<file path="src/rtl/intpol2_d4_out_drain_pkg.sv">
// Shared types for the interpolator output-FIFO drain: state encoding and default widths.
package intpol2_d4_out_drain_pkg;
    localparam int unsigned DATA_W_DEF = 16;
    localparam int unsigned DIV_W_DEF  = 16;

    typedef enum logic [1:0] {
        IDLE  = 2'd0,
        PRIME = 2'd1,
        RUN   = 2'd2
    } state_t;
endpackage

</file>
<file path="src/rtl/intpol2_d4_out_drain_if.sv">
// FIFO read side plus strobed sample stream; master = drain, slave = FIFO/consumer side.
interface intpol2_d4_out_drain_if
    import intpol2_d4_out_drain_pkg::*;
#(
    parameter int unsigned DATA_W = DATA_W_DEF
);
    logic              fifo_empty;
    logic [DATA_W-1:0] fifo_rdata;
    logic              fifo_re;
    logic [DATA_W-1:0] dout;
    logic              dout_valid;
    logic              underflow;

    modport master (
        input  fifo_empty, fifo_rdata,
        output fifo_re, dout, dout_valid, underflow
    );

    modport slave (
        output fifo_empty, fifo_rdata,
        input  fifo_re, dout, dout_valid, underflow
    );
endinterface

</file>
<file path="src/rtl/intpol2_rate_tick.sv">
// Output-rate down-counter: tick while count is zero, reload on tick, clear forces an immediate tick.
module intpol2_rate_tick
    import intpol2_d4_out_drain_pkg::*;
#(
    parameter int unsigned DIV_W = DIV_W_DEF
) (
    input  logic             clk,
    input  logic             rst,
    input  logic             clear,
    input  logic             en,
    input  logic [DIV_W-1:0] reload,
    output logic             tick
);
    logic [DIV_W-1:0] cnt;

    assign tick = (cnt == '0);

    always_ff @(posedge clk) begin
        if (rst || clear) begin
            cnt <= '0;
        end else if (en) begin
            cnt <= tick ? reload : cnt - DIV_W'(1);
        end
    end
endmodule

</file>
<file path="src/rtl/intpol2_d4_out_drain.sv">
// Interpolator output-FIFO drain: rate-paced pops, repeat-and-flag on underflow.
// Optional INTPOL_UFLOW_CNT_EN adds a saturating underflow counter output.
module intpol2_d4_out_drain
    import intpol2_d4_out_drain_pkg::*;
#(
    parameter int unsigned DATA_W = DATA_W_DEF,
    parameter int unsigned DIV_W  = DIV_W_DEF
) (
    input  logic                   clk,
    input  logic                   rst,
    input  logic                   start,
    input  logic                   stop,
    input  logic [DIV_W-1:0]       rate_div,
    intpol2_d4_out_drain_if.master bus,
    output logic                   busy,
    output logic                   done
`ifdef INTPOL_UFLOW_CNT_EN
    ,
    output logic [15:0]            uflow_cnt
`endif
);
    state_t            state, state_nx;
    logic [DIV_W-1:0]  div_q;
    logic              rd_pend, uf_pend;
    logic [DATA_W-1:0] dout_q;
    logic              tick, cnt_clear, cnt_en, pop, uf;

    intpol2_rate_tick #(.DIV_W(DIV_W)) u_rate_tick (
        .clk    (clk),
        .rst    (rst),
        .clear  (cnt_clear),
        .en     (cnt_en),
        .reload (div_q),
        .tick   (tick)
    );

    // start outranks stop, stop outranks a tick; a pop is never issued during reset
    always_comb begin
        state_nx  = state;
        cnt_clear = 1'b0;
        cnt_en    = 1'b0;
        pop       = 1'b0;
        uf        = 1'b0;
        if (!rst) begin
            unique case (state)
                IDLE: begin
                    if (start) state_nx = PRIME;
                end
                PRIME: begin
                    if (start) begin
                        state_nx = PRIME;
                    end else if (stop) begin
                        state_nx = IDLE;
                    end else if (!bus.fifo_empty) begin
                        state_nx  = RUN;
                        cnt_clear = 1'b1;
                    end
                end
                RUN: begin
                    if (start) begin
                        state_nx = PRIME;
                    end else if (stop) begin
                        state_nx = IDLE;
                    end else begin
                        cnt_en = 1'b1;
                        pop    = tick & ~bus.fifo_empty;
                        uf     = tick &  bus.fifo_empty;
                    end
                end
                default: state_nx = IDLE;
            endcase
        end
    end

    always_ff @(posedge clk) begin
        if (rst) begin
            state   <= IDLE;
            div_q   <= '0;
            rd_pend <= 1'b0;
            uf_pend <= 1'b0;
            dout_q  <= '0;
            done    <= 1'b0;
        end else begin
            state   <= state_nx;
            rd_pend <= pop;
            uf_pend <= uf;
            done    <= (state != IDLE) && stop && !start;
            if (start)   div_q  <= rate_div;
            if (rd_pend) dout_q <= bus.fifo_rdata;
        end
    end

    // FIFO data arrives the cycle after the pop, so the strobe cycle passes it straight through
    assign bus.fifo_re    = pop;
    assign bus.dout       = rd_pend ? bus.fifo_rdata : dout_q;
    assign bus.dout_valid = rd_pend | uf_pend;
    assign bus.underflow  = uf_pend;
    assign busy           = (state != IDLE);

`ifdef INTPOL_UFLOW_CNT_EN
    always_ff @(posedge clk) begin
        if (rst || start) begin
            uflow_cnt <= '0;
        end else if (uf_pend && uflow_cnt != 16'hFFFF) begin
            uflow_cnt <= uflow_cnt + 16'd1;
        end
    end
`endif
endmodule

</file>
<file path="src/flat_wrapper.sv">
// flat-port wrapper written by rule: the top's interface ports become plain ports
module intpol2_d4_out_drain_flat import intpol2_d4_out_drain_pkg::*;
#(
    parameter int unsigned DATA_W = DATA_W_DEF,
    parameter int unsigned DIV_W  = DIV_W_DEF
)
  (clk, rst, start, stop, rate_div, busy, done, bus_fifo_empty, bus_fifo_rdata, bus_fifo_re, bus_dout, bus_dout_valid, bus_underflow);
  intpol2_d4_out_drain_if #(.DATA_W(DATA_W)) bus_i ();
  input  logic clk;
  input  logic rst;
  input  logic start;
  input  logic stop;
  input  logic [DIV_W-1:0] rate_div;
  output logic busy;
  output logic done;
  input wire logic [$bits(bus_i.fifo_empty)-1:0] bus_fifo_empty;
  input wire logic [$bits(bus_i.fifo_rdata)-1:0] bus_fifo_rdata;
  output wire logic [$bits(bus_i.fifo_re)-1:0] bus_fifo_re;
  output wire logic [$bits(bus_i.dout)-1:0] bus_dout;
  output wire logic [$bits(bus_i.dout_valid)-1:0] bus_dout_valid;
  output wire logic [$bits(bus_i.underflow)-1:0] bus_underflow;
  assign bus_i.fifo_empty = bus_fifo_empty;
  assign bus_i.fifo_rdata = bus_fifo_rdata;
  assign bus_fifo_re = bus_i.fifo_re;
  assign bus_dout = bus_i.dout;
  assign bus_dout_valid = bus_i.dout_valid;
  assign bus_underflow = bus_i.underflow;
  intpol2_d4_out_drain #(.DATA_W(DATA_W), .DIV_W(DIV_W)) u_core (.clk(clk), .rst(rst), .start(start), .stop(stop), .rate_div(rate_div), .bus(bus_i), .busy(busy), .done(done));
endmodule
</file>
<file path="config.mk">
export PLATFORM = sky130hd
export DESIGN_NAME = intpol2_d4_out_drain_flat
export DESIGN_NICKNAME = d
export VERILOG_FILES = /design/src/rtl/intpol2_d4_out_drain_pkg.sv /design/src/rtl/intpol2_d4_out_drain_if.sv /design/src/rtl/intpol2_rate_tick.sv /design/src/rtl/intpol2_d4_out_drain.sv /design/src/flat_wrapper.sv
export SDC_FILE = /design/constraint.sdc
export NUM_CORES = 1
export LEC_CHECK = 0
export BUFFER_PORTS_ARGS = -buffer_cell sky130_fd_sc_hd__buf_2
export CORE_ASPECT_RATIO = 1.1
export CORE_MARGIN = 1.5
export CORE_UTILIZATION = 48
export DETAILED_ROUTE_END_ITERATION = 10
export PLACE_DENSITY = 0.78
export REMOVE_ABC_BUFFERS = 1
export SETUP_SLACK_MARGIN = 0.2
export SLEW_MARGIN = 10
export SYNTH_ARGS = -nofsm -noshare
export SYNTH_HDL_FRONTEND = slang
export SYNTH_SLANG_ARGS = --single-unit
</file>
<file path="constraint.sdc">
create_clock -name clk -period 2.3 [get_ports clk]
set_input_delay 0.115 -clock clk [delete_from_list [all_inputs] [get_ports clk]]
set_output_delay 0.115 -clock clk [all_outputs]
set_load 0.01 [all_outputs]
</file>
==> out/qor.csv <==
metric;value;unit
cell area after synthesis;2444;um2
Routability Congestion;0.9334;
Netlist cell types;47;
hold depth;2;
Die Width;71.03;um
worst-skew pair later-pin latency;310;ps
reg-to-reg setup timing slack;210;ps
Chip Height;77.83;um
Hold Violations, Final;0;
vias in the first global route;2089;
Synth Warn #;0;
DR iter-0 viols;88;
final worst path period need;2162;ps
flops & latches, synth;53;
post-synthesis sequential area ratio;43.42;%
hpwl dp;4.224;mm
skew final;5.646;ps
Remaining DRCs;0;
Final nets;385;
pwr/cell area;558.8;nW/um2
clock sinks;53;
Slew HR;53.33;%
Mean Syn Cell Area;9.362;um2
actual slew at the worst max-slew pin;700.1;ps
RSZ-0062 raised after global routing;true;
reg2reg start;u_core.u_rate_tick.cnt[6];
M1 WL;2.587;mm
Reg clk slew, reported paths;90;ps
largest net degree at the start of global routing;21;
Routed Antenna Nets;0;
commonest cells after routing, fill and taps aside;57 x buf_2, 46 x dfxtp_1, 32 x buf_4, 25 x nor2_1, 21 x mux2i_1;
leakage power;1.507;nW
die area;5528;um2
Layout area overhead;32.62;%
Clock Tree Buf Depth;2;
worst hold path type;in -> reg;
worst r2r dst;u_core.u_rate_tick.cnt[2];
DR pass1 iterations;4;
crit path capture type;primary output;
CP required;2180;ps
H-tree depth;2;
core area;4966;um2
critical path class;reg -> out;
Tcrit/Tclk final;94.00;%
slowest CP cell;or4_4;
crit-path cells;or4_4 -> buf_6 -> nor4_4 -> buf_4 -> nand2_2 -> nor2_1 -> buf_2;
worst path arrival time;2050;ps
input/output buffers;57;
CTS Hold Bufs;0;
hold slack;12.86;ps
vias post-DR;2337;
via-per-instance ratio;5.770;
Routed WL per cell;15.60;um
Top Metal Used;met4;
Root Driver;clkbuf_8;
R2R depth;4;
asr flop ratio synth;0;%
Peak VDD IR;351.4;uV
Max Cap Violations;0;
layout cells sized above 1;41.50;%
CP bufs+invs;3;
Hold Crit Endpoint;u_core.rd_pend;
Top delay family on crit path;simple AND/OR/NAND/NOR gates;
Final setup viols;0;
Hold Startpoint;bus_fifo_empty;
TritonCTS clock tree;done;
most common cell after layout, fill and taps aside;buf_2;
met2 wire length;3.085;mm
Inserted Clock Buffers;5;
crit path launch;u_core.u_rate_tick.cnt[12];
Max stage delay on crit path;540;ps
initial core utilization;49.21;%
crit path launch type;flip-flop;
number of diodes;0;
Mapped Cells;261;
Slew Limit Fails;0;
Post-synth EDFFs;0;
Highest Clock Rate;462.5;MHz
grt ovf;0;
# IOs;58;
initial antenna violation count;0;
CP Max Fanout;3;
metal3 WL;471;um
num rows;27;
status;completed;
total power;1.811;mW
first-pass GRT wire length;10.06;mm
Routed WL;6.318;mm
commonest register cell after synthesis;dfxtp_1;
GRT Total Usage;22.80;%
flip-flops by register name, summed over array words and instances, names as in the netlist:
signal and flops:
u_core.done 1, u_core.bus.underflow 1, u_core.div_q 16, u_core.rd_pend 1, u_core.dout_q 16, u_core.u_rate_tick.cnt 16, u_core.state 2
worst max-delay path by stage:
stage | to | slack (ps) | depth (start not counted)
finish | bus_fifo_re | 140 | 7
global route | bus_fifo_re | 80 | 7
CTS | bus_fifo_re | 140 | 7
detailed placement | u_core.u_rate_tick.cnt[5] | 20 | 7
global placement | u_core.u_rate_tick.cnt[2] | 100 | 6
floorplan | u_core.u_rate_tick.cnt[2] | -20 | 6
worst register-to-register path: cells and delay by family, from the launching register on:
kind | cells | cell delay, ps
and+or+nand+nor | 2 | 1140
muxes | 1 | 310
DFF | 1 | 330
AOI/OAI and AO/OA | 1 | 200
per-layer routing:
metal | GRT usage [%] | up-vias
met5 | 0 | -
met4 | 8.868 | 0
met3 | 5.325 | 17
met2 | 38.69 | 111
met1 | 27.73 | 1088
li1 | - | 1121
synth_stat cells, drive strengths merged, types with 6 or more instances:
library cell	number	area [um2]
buf	6	32.53
nand4	6	37.54
mux2	18	206.4
dfxtp	53	1061
nand2	13	48.80
inv	7	26.28
nor2	26	97.59
clkbuf	9	33.78
and2	16	100.1
nand3	7	35.03
mux2i	21	210.2
nor4	8	56.30
a21oi	12	60.06
per-stage QoR:
step	instance area, um2	TNS [ps]	setup slack, ps	util, %	std cells
2_1_floorplan	2377	-21.97	-21.97	-	246
3_3_place_gp	2893	0	100.6	58.25	382
3_5_place_dp	2893	0	20.15	58.25	382
4_1_cts	3211	0	142.9	64.65	403
5_1_grt	3241	0	76.16	65.26	405
6_report	3241	0	138.0	65.26	405
report_power, final:
group | total, mW | internal [mW] | switching [mW] | leakage, nW
logic | 0.127 | 0.0633 | 0.0634 | 1.00
clock network | 0.740 | 0.432 | 0.308 | 0.0681
registers | 0.944 | 0.932 | 0.0119 | 0.435
total | 1.81 | 1.43 | 0.383 | 1.51
logic make-up after synthesis:
family / Yosys count / synth area share [%]
mux: 39 / 17.05
fa+ha+maj: 2 / 1.024
flops: 53 / 43.42
buf+inv: 22 / 3.789
xor+xnor: 1 / 0.3585
compound gates: 42 / 11.68
simple gates: 102 / 22.68
repair_timing:
action | in CTS | in global routing
setup endpoints to repair | 12 | 10
resized for setup | 27 | 4
pin swaps | 5 | 3
buffers inserted | 13 | 2
area by class of cell:
class                           count  area, um2
Clock inverter                      3      65.06
Clock buffer                        5      68.82
Multi-Input combinational cell    186       1358
Timing Repair Buffer               93      570.5
Tap cell                           58      72.57
Fill cell                         402       1725
Inverter                            7      28.78
Sequential cell                    53       1077
No activity file was read; power rests on OpenSTA's default activity.
